`config.mk`:
```
export PLATFORM = sky130hd
export DESIGN_NAME = week6_ex1_rr_encoder_reg
export DESIGN_NICKNAME = d
export VERILOG_FILES = /design/src/rtl/week6_pkg.sv /design/src/rtl/week6_rr_find.sv /design/src/rtl/week6_ex1_rr_encoder_reg.sv
export SDC_FILE = /design/constraint.sdc
export NUM_CORES = 1
export LEC_CHECK = 0
export ABC_AREA = 1
export ABC_CLOCK_PERIOD_IN_PS = 1600
export CORE_AREA = 2 2 39 41
export DETAILED_ROUTE_END_ITERATION = 10
export DIE_AREA = 0 0 41 43
export GPL_ROUTABILITY_DRIVEN = 0
export GPL_TIMING_DRIVEN = 0
export PLACE_DENSITY = 0.72
export SETUP_SLACK_MARGIN = 0.2
export SLEW_MARGIN = 15
export SYNTH_ARGS = -nofsm -noshare
export SYNTH_HDL_FRONTEND = slang
export SYNTH_SLANG_ARGS = --single-unit
```
`constraint.sdc`:
```
create_clock -name clk -period 1.6 [get_ports clk]
set_input_delay 0.24 -clock clk [delete_from_list [all_inputs] [get_ports clk]]
set_output_delay 0.24 -clock clk [all_outputs]
set_load 0.01 [all_outputs]
```
`src/rtl/week6_pkg.sv`:
```
// Shared definitions for the week-6 encoder blocks: mode encodings, FSM state
// type and a clog2 helper for tools without $clog2.
package week6_pkg;

  localparam logic MODE_FIXED = 1'b0;
  localparam logic MODE_RR    = 1'b1;

  typedef enum logic {
    ST_EMPTY = 1'b0,
    ST_FULL  = 1'b1
  } enc_state_e;

  function automatic int clog2(input int n);
    int r;
    r = 0;
    for (int i = 0; i < 31; i++) begin
      if ((1 << i) < n) r = i + 1;
    end
    return r;
  endfunction

endpackage

```
`src/rtl/week6_rr_find.sv`:
```
// Combinational circular search: first set bit of vec at or above start,
// wrapping through index 0. start = 0 gives plain lowest-index priority.
module week6_rr_find
  import week6_pkg::*;
#(
  parameter int N = 4,
  parameter int W = clog2(N)
) (
  input  logic [N-1:0] vec,
  input  logic [W-1:0] start,
  output logic [W-1:0] idx,
  output logic         found
);

  always_comb begin
    idx   = '0;
    found = 1'b0;
    for (int k = 0; k < N; k++) begin
      if (!found && vec[(int'(start) + k) % N]) begin
        idx   = W'((int'(start) + k) % N);
        found = 1'b1;
      end
    end
  end

endmodule

```
`src/rtl/week6_ex1_rr_encoder_reg.sv`:
```
// Registered N-to-log2(N) priority encoder with valid/ready on both sides,
// run-time fixed-priority or round-robin arbitration, zero and multi flags.
//
// state    | meaning
// ST_EMPTY | output register empty, out_valid = 0
// ST_FULL  | output register holds a result, out_valid = 1
module week6_ex1_rr_encoder_reg
  import week6_pkg::*;
#(
  parameter int N = 4,
  parameter int W = clog2(N)
) (
  input  logic         clk,
  input  logic         rst,
  input  logic [N-1:0] in,
  input  logic         in_valid,
  output logic         in_ready,
  input  logic         rr_en,
  output logic [W-1:0] out,
  output logic         out_zero,
  output logic         out_multi,
  output logic         out_valid,
  input  logic         out_ready
);

  enc_state_e   state_q, state_d;
  logic [W-1:0] ptr_q, ptr_d;
  logic [W-1:0] out_q, out_d;
  logic         out_zero_q, out_zero_d;
  logic         out_multi_q, out_multi_d;

  logic [W-1:0] fix_idx, rr_idx, win_idx;
  logic         fix_found, rr_found, win_found;
  logic         full, ready, accept, drain, multi;

  week6_rr_find #(.N(N), .W(W)) u_find_fixed (
    .vec   (in),
    .start ('0),
    .idx   (fix_idx),
    .found (fix_found)
  );

  week6_rr_find #(.N(N), .W(W)) u_find_rr (
    .vec   (in),
    .start (ptr_q),
    .idx   (rr_idx),
    .found (rr_found)
  );

  always_comb begin
    full      = (state_q == ST_FULL);
    ready     = !full || out_ready;
    accept    = in_valid && ready;
    drain     = full && out_ready;
    win_idx   = (rr_en == MODE_RR) ? rr_idx : fix_idx;
    win_found = (rr_en == MODE_RR) ? rr_found : fix_found;
    // Clearing the lowest set bit leaves something only if two or more were set.
    multi     = |(in & (in - N'(1)));

    state_d     = state_q;
    ptr_d       = ptr_q;
    out_d       = out_q;
    out_zero_d  = out_zero_q;
    out_multi_d = out_multi_q;

    case (state_q)
      ST_EMPTY: if (accept) state_d = ST_FULL;
      ST_FULL:  if (drain && !accept) state_d = ST_EMPTY;
      default:  state_d = ST_EMPTY;
    endcase

    if (accept) begin
      out_d       = win_found ? win_idx : '0;
      out_zero_d  = !win_found;
      out_multi_d = multi;
      if (rr_en == MODE_RR && win_found) begin
        ptr_d = (win_idx == W'(N - 1)) ? '0 : win_idx + W'(1);
      end
    end
  end

  always_ff @(posedge clk) begin
    if (rst) begin
      state_q     <= ST_EMPTY;
      ptr_q       <= '0;
      out_q       <= '0;
      out_zero_q  <= 1'b0;
      out_multi_q <= 1'b0;
    end else begin
      state_q     <= state_d;
      ptr_q       <= ptr_d;
      out_q       <= out_d;
      out_zero_q  <= out_zero_d;
      out_multi_q <= out_multi_d;
    end
  end

  assign in_ready  = ready;
  assign out_valid = full;
  assign out       = out_q;
  assign out_zero  = out_zero_q;
  assign out_multi = out_multi_q;

endmodule

```
==> run_results.csv, run 1 <==
group,metric,value,unit
sta,setup_violations,0,
route,drt-initial-drc-count,12,
pwr,p_sw_share,34.9,%
pwr,p_int,389,µW
synthesis,synth_top_area_share,24.6,%
setup_path,critPathLaunchType,"flip-flop",
layout,layout.cells.non_filler,140,
synthesis,ys_top_cells_by_area,"nand2_1 25%, dfxtp_1 24%, inv_1 11%",
cts,cts_htree_levels,1,
route,routedWlPerCell,10.0,µm
synthesis,synth.most_common_cell,"nand2_1",
run_status,status,"finished, final reports clean",
pwr,pwr-share-clk,27.2,%
synthesis,ys_seq_elements,7,
pwr,power_per_cell_area,721,mW/mm²
layout,syn2layout_area_growth,43.2,%
place,post-place-cells,132,
grt,grt_pass1_wl,2.36,mm
sta,finalSetupTns,0,ns
grt,grt_max_degree,11,
sta,hold_violations,0,
setup_path,path_max_fanout,7,
route,drc,0,
setup_path,crit_required,1.73,ns
grt,grt_overflow,0,
cts,clk_path_buf_depth,2,
cts,clkSinkCount,7,
sta,slew_violations,0,
layout,fillers,150,
setup_path,cp_cell_sequence,"buf_6, inv_8, nand2_2, nand2_2, nand2_1, nand2_1, inv_1, nand2_1, nand2_1, nand2_1, nand3_2, buf_4, nand3_1, a21oi_1",
cts,clock_latency,0.25,ns
pwr,power.leakage,0.448,nW
flow_run,cap_violations,0,
floorplan,initial_core_util,41.9,%
sta,timing.slew.headroom,83.8,%
pwr,peakVddDrop,0.000557,V
synthesis,synth_seq_area_share,24.2,%
route,viasPerCell,4.79,
synthesis,syn_inst,102,
cts,cts_made_buffers,3,
synthesis,synth_warnings,0,
layout,finalNetCount,134,
cts,holdBufCountCts,0,
route,first_pass_iters,4,
setup_path,cp_num_buf_inv,4,
synthesis,synth_area,579,µm²
sta,rsz0062_at_grt,"true",
setup_path,crit_path_frequent_cell,"nand2_1",
synthesis,synth_async_sr_flop_share,0,%
sta,skew,0.00295,ns
setup_path,critical_path.top_delay_family,"simple AND/OR/NAND/NOR gates",
grt,grt_pass1_vias,597,
place,hpwl,1.02,mm
synthesis,syn_nets,111,
synthesis,synthFlopType,"dfxtp_1",
route,num_vias,670,
sta,period_share,92.8,%
layout,antenna_cells,0,
setup_path,critPathArrivalTime,1.61,ns
synthesis,synth_edf_count,0,
floorplan,chipHeight,43,µm
floorplan,ioPinCount,15,
layout,postLayoutCoreUtil,59.9,%
sta,tightest_slew,0.241,ns
setup_path,endpoint_kind,"flip-flop",
route,postRouteAntennaNets,0,
setup_path,worstSetupPathType,"reg2reg",
setup_path,crit_slowest_cell,"dfxtp_2",
floorplan,dieArea,0.00176,mm²
route,finalWirelength,1.40,mm
sta,post-route-min-period,1.48,ns
grt,grt_usage,18.9,%
sta,fmax,0.674,GHz
synthesis,ys_types,19,
pwr,comb_power_share,39.9,%
floorplan,dieWidth,41,µm
cts,path_clk_slew,0.06,ns
cts,cts_root_buf,"clkbuf_4",
worst_hold_path,hold_class,"in2reg",
synthesis,synth_area_per_cell,5.68,µm²
setup_path,cpPeakStageDelay,0.32,ns
floorplan,fp.coreArea,0.00138,mm²
cts,cts_tree,"built",
place,port_buffers,14,
synthesis,synth_area_leader_cell,"nand2_1",
floorplan,fp-row-count,14,
pwr,p_sw,209,µW
layout,drive_gt1_share,24.2,%
synthesis,yosys-top-cells-count,"38 x nand2_1, 17 x inv_1, 7 x a21oi_1, 7 x dfxtp_1, 7 x nand2_2",
setup_path,r2r_setup_slack,0.12,ns
grt,antenna_found_initial,0,
pwr,power_frac_seq,32.9,%
worst register-to-register path: cells and delay by family, from the launching register on:
family	cells	cell delay [ns]
buf+inv	4	0.40
simple gates	9	0.59
compound gates	1	0.06
flops	1	0.32
area by class of cell:
cell class | count | area, µm² | share of cell area, %
Multi-Input combinational cell | 75 | 387 | 46.6
Timing Repair Buffer | 18 | 164 | 19.8
Sequential cell | 7 | 143 | 17.2
Inverter | 19 | 78.8 | 9.50
Clock buffer | 4 | 26.3 | 3.17
Tap cell | 16 | 20.0 | 2.41
Buffer | 1 | 11.3 | 1.36
repair_timing:
action,CTS,global route
gates cloned,0,1
setup endpoints to repair,5,5
buffers inserted,0,3
pin swaps,0,11
resized for setup,6,15
power groups by stage:
stage / clock network [mW] / logic [mW] / registers [mW]
after detailed placement: 0 / 0.207 / 0.199
after global placement: 0 / 0.203 / 0.198
after global routing: 0.181 / 0.268 / 0.199
after CTS: 0.168 / 0.205 / 0.195
after floorplan: 0 / 0.133 / 0.202
final: 0.162 / 0.239 / 0.197
through the flow:
stage               power, mW  worst slack, ns  cell area [µm²]  hold WS [ns]
finish                  0.598            0.116              830         0.466
global placement        0.402           -0.178              739         0.458
detailed placement      0.406           -0.208              739         0.465
floorplan               0.336            0.308              579         0.309
global route            0.647          -0.0497              830         0.483
CTS                     0.567            0.146              759         0.464
final timing paths:
path | start | to | depth (start not counted)
setup / recovery | ptr_q[0]$_SDFFE_PP0P_ | out[0]$_SDFFE_PP0P_ | 14
hold / removal | in[3] | out_multi$_SDFFE_PP0P_ | 3
hold reg to reg | out[0]$_SDFFE_PP0P_ | out[0]$_SDFFE_PP0P_ | 2
setup reg to reg | ptr_q[0]$_SDFFE_PP0P_ | out[0]$_SDFFE_PP0P_ | 14
layout by cell type (no fill, tap or decap):
cell type,instances
nor2_2,1
clkbuf_1,1
nand2_1,32
o22ai_1,1
buf_2,1
dlygate4sd2_1,5
inv_2,2
nand2_4,4
nand3_2,1
a211oi_1,1
or2_4,1
dfxtp_1,5
dlymetal6s2s_1,1
nand2_2,9
nand3_1,6
clkbuf_4,3
inv_1,16
o21ai_0,4
clkdlybuf4s50_1,8
nor3_1,1
inv_8,1
dfxtp_2,2
nor2_1,3
a21oi_1,7
buf_4,3
a21oi_2,1
o21ai_1,2
a31oi_1,1
buf_6,1
logic make-up after synthesis:
kind of cell	count (synthesis)	share of synthesized area, %
and+or+nand+nor	58	44.1
buffers and inverters	20	15.5
AOI/OAI and AO/OA	17	16.2
DFF	7	24.2
sequential cells by signal, indices dropped and copies added (netlist names):
signal,cells
ptr_q,2
out_valid,1
out,2
out_multi,1
out_zero,1
metal layers:
metal | global-route usage, % | vias to the layer above | share of wire, %
li1 | - | 360 | -
met1 | 25.1 | 298 | 45
met2 | 29.7 | 10 | 52
met3 | 3.14 | 2 | 2.5
met4 | 6.00 | 0 | 0.86
met5 | 0 | - | 0
Note: power is estimated with default switching activity, not from simulation.
==> run 2: changes to the inputs <==
ABC_AREA = default   (was 1)
PLACE_DENSITY = default   (was 0.72)
==> run 2 against run 1 <==
Against the previous run: sequential power is essentially flat; cell count shrank 41%; register-to-register slack gained 0.14 ns; non-clock buffer count shrank 5; largest cell class unchanged; largest power group is now registers.
==> run_results.csv, run 2 <==
group,metric,value,unit
route,finalWirelength,977,µm
place,pre_cts_ws,-0.244,ns
layout,syn2layout_area_growth,50.0,%
layout,final_cell_mix,"8 x clkdlybuf4s50_1, 6 x nor2_1, 6 x a21oi_1, 6 x dfxtp_1",
floorplan,ioPinCount,15,
route,num_vias,409,
run_status,status,"finished, final reports clean",
synthesis,ys_seq_elements,7,
pwr,power_per_cell_area,784,mW/mm²
synthesis,synth_async_sr_flop_share,0,%
layout,final_common_cell,"clkdlybuf4s50_1",
synthesis,syn_inst,49,
pwr,peakVddDrop,0.000409,V
grt,grt_max_degree,8,
sta,setup_slack,0.178,ns
synthesis,synth_area_per_cell,8.22,µm²
route,routedWlPerCell,11.8,µm
setup_path,crit_required,1.36,ns
synthesis,synth.most_common_cell,"dfxtp_1",
synthesis,yosys-top-cells-count,"7 x dfxtp_1, 6 x a21oi_1, 6 x nor2_1",
floorplan,chipHeight,43,µm
sta,fmax,0.703,GHz
grt,grt_usage,12.3,%
synthesis,synth_seq_area_share,34.8,%
worst_hold_path,hold_class,"reg2reg",
synthesis,syn_nets,58,
cts,path_clk_slew,0.05,ns
route,viasPerCell,4.93,
floorplan,fp.coreArea,0.00138,mm²
setup_path,endpoint_kind,"output pin",
cts,cts_made_buffers,3,
floorplan,dieWidth,41,µm
route,drc,0,
sta,finalSetupTns,0,ns
grt,grt_pass1_vias,374,
cts,clock_latency,0.24,ns
cts,cts_tree,"built",
synthesis,synth_top_area_share,34.8,%
setup_path,critPathLaunchType,"input pin",
cts,holdBufCountCts,0,
synthesis,synth_area_leader_cell,"dfxtp_1",
flow_run,cap_violations,0,
sta,timing.slew.headroom,74.1,%
place,port_buffers,14,
route,drt-initial-drc-count,7,
sta,slew_violations,0,
sta,rsz0062_at_grt,"true",
setup_path,critPathArrivalTime,1.18,ns
floorplan,fp-row-count,14,
layout,antenna_cells,0,
route,first_pass_iters,4,
setup_path,worstSetupPathType,"in2out",
layout,final_area,604,µm²
layout,drive_gt1_share,19.4,%
place,hpwl,686,µm
floorplan,initial_core_util,29.1,%
sta,setup_violations,0,
route,postRouteAntennaNets,0,
synthesis,synth_edf_count,0,
cts,clkSinkCount,7,
grt,grt_pass1_wl,1.52,mm
sta,period_share,88.9,%
layout,fillers,140,
sta,post-route-min-period,1.42,ns
synthesis,ys_types,23,
sta,tightest_slew,0.386,ns
layout,finalNetCount,77,
synthesis,synth_warnings,0,
floorplan,dieArea,0.00176,mm²
pwr,power.leakage,0.227,nW
grt,grt_overflow,0,
synthesis,synth_area,403,µm²
sta,hold_violations,0,
sta,skew,0.00284,ns
cts,cts_root_buf,"clkbuf_4",
setup_path,path_max_fanout,5,
cts,cts_htree_levels,1,
grt,antenna_found_initial,0,
synthesis,ys_top_cells_by_area,"dfxtp_1 35%, a21oi_1 7.5%, nand2b_1 6.2%",
layout,postLayoutCoreUtil,43.7,%
synthesis,synthFlopType,"dfxtp_1",
cts,clk_path_buf_depth,2,
place,dpl_cell_area,563,µm²
==> run 2: changes by cell type after synthesis, sizes merged, moves of 2 or more <==
cell    before  now
nand3        7    1
nand2       45    2
a21oi        8    6
nor2         4    6
o21ai        6    0
nand2b       0    4
inv         19    5
a211oi       1    3
a22oi        0    2
==> run 2: area by class of cell <==
class / instances / area (µm²) / share of cell area, %
clock buffers: 4 / 26.3 / 4.35
inverters: 5 / 18.8 / 3.11
multi-input cells: 37 / 269 / 44.5
flip-flops and latches: 7 / 141 / 23.4
well taps: 16 / 20.0 / 3.31
repair buffers: 14 / 129 / 21.3
==> run 2: metal layers <==
metal	vias up	track usage [%]	wire (µm)
met3	0	1.57	53
met4	0	6.00	0
met2	8	18.4	450
met1	188	16.5	473
met5	-	0	0
li1	213	-	-
==> run 2: what timing repair did <==
| action | in CTS | in global routing |
|---|---|---|
| setup buffers | 0 | 0 |
| pin swaps | 0 | 1 |
| gates resized for setup | 10 | 4 |
| setup endpoints to repair | 4 | 3 |
==> run 2: final timing paths <==
kind                                             from               endpoint  slack (ns)  cells past startpoint
worst max register to register  ptr_q[0]$_SDFFE_PP0P_  ptr_q[1]$_SDFFE_PP0P_        0.26                      5
worst max-delay path                        out_ready               in_ready        0.18                      3
worst min register to register    out[1]$_SDFFE_PP0P_    out[1]$_SDFFE_PP0P_        0.45                      2
worst min-delay path              out[1]$_SDFFE_PP0P_    out[1]$_SDFFE_PP0P_        0.45                      2
==> run 2: critical path, stage by stage <==
cell and delay, ns:
clkdlybuf4s50_1 0.41, nand2b_2 0.22, dlygate4sd2_1 0.30
==> run 2: through the flow <==
step           hold slack (ns)  std cells  power (mW)
3_5_place_dp             0.452         79       0.318
2_1_floorplan            0.305         49       0.261
6_report                 0.453         83       0.474
4_1_cts                  0.457         83       0.480
5_1_grt                  0.469         83       0.504
3_3_place_gp             0.445         79       0.317
==> run 2: cell families (layout without fill, tap and decap cells) <==
family | Yosys count | in the layout | synth area share (%)
and+or+nand+nor | 20 | 20 | 29.2
AOI/OAI and AO/OA | 16 | 16 | 29.2
DFF | 7 | 7 | 34.8
buffers and inverters | 5 | 23 | 4.66
xor gates and xnor gates | 1 | 1 | 2.17
==> run 2: power breakdown <==
group	leakage (nW)	internal, mW	total, mW	switching, mW
sequential	0.0581	0.187	0.196	0.00899
combinational	0.154	0.0611	0.122	0.0609
clock	0.0150	0.0949	0.155	0.0603
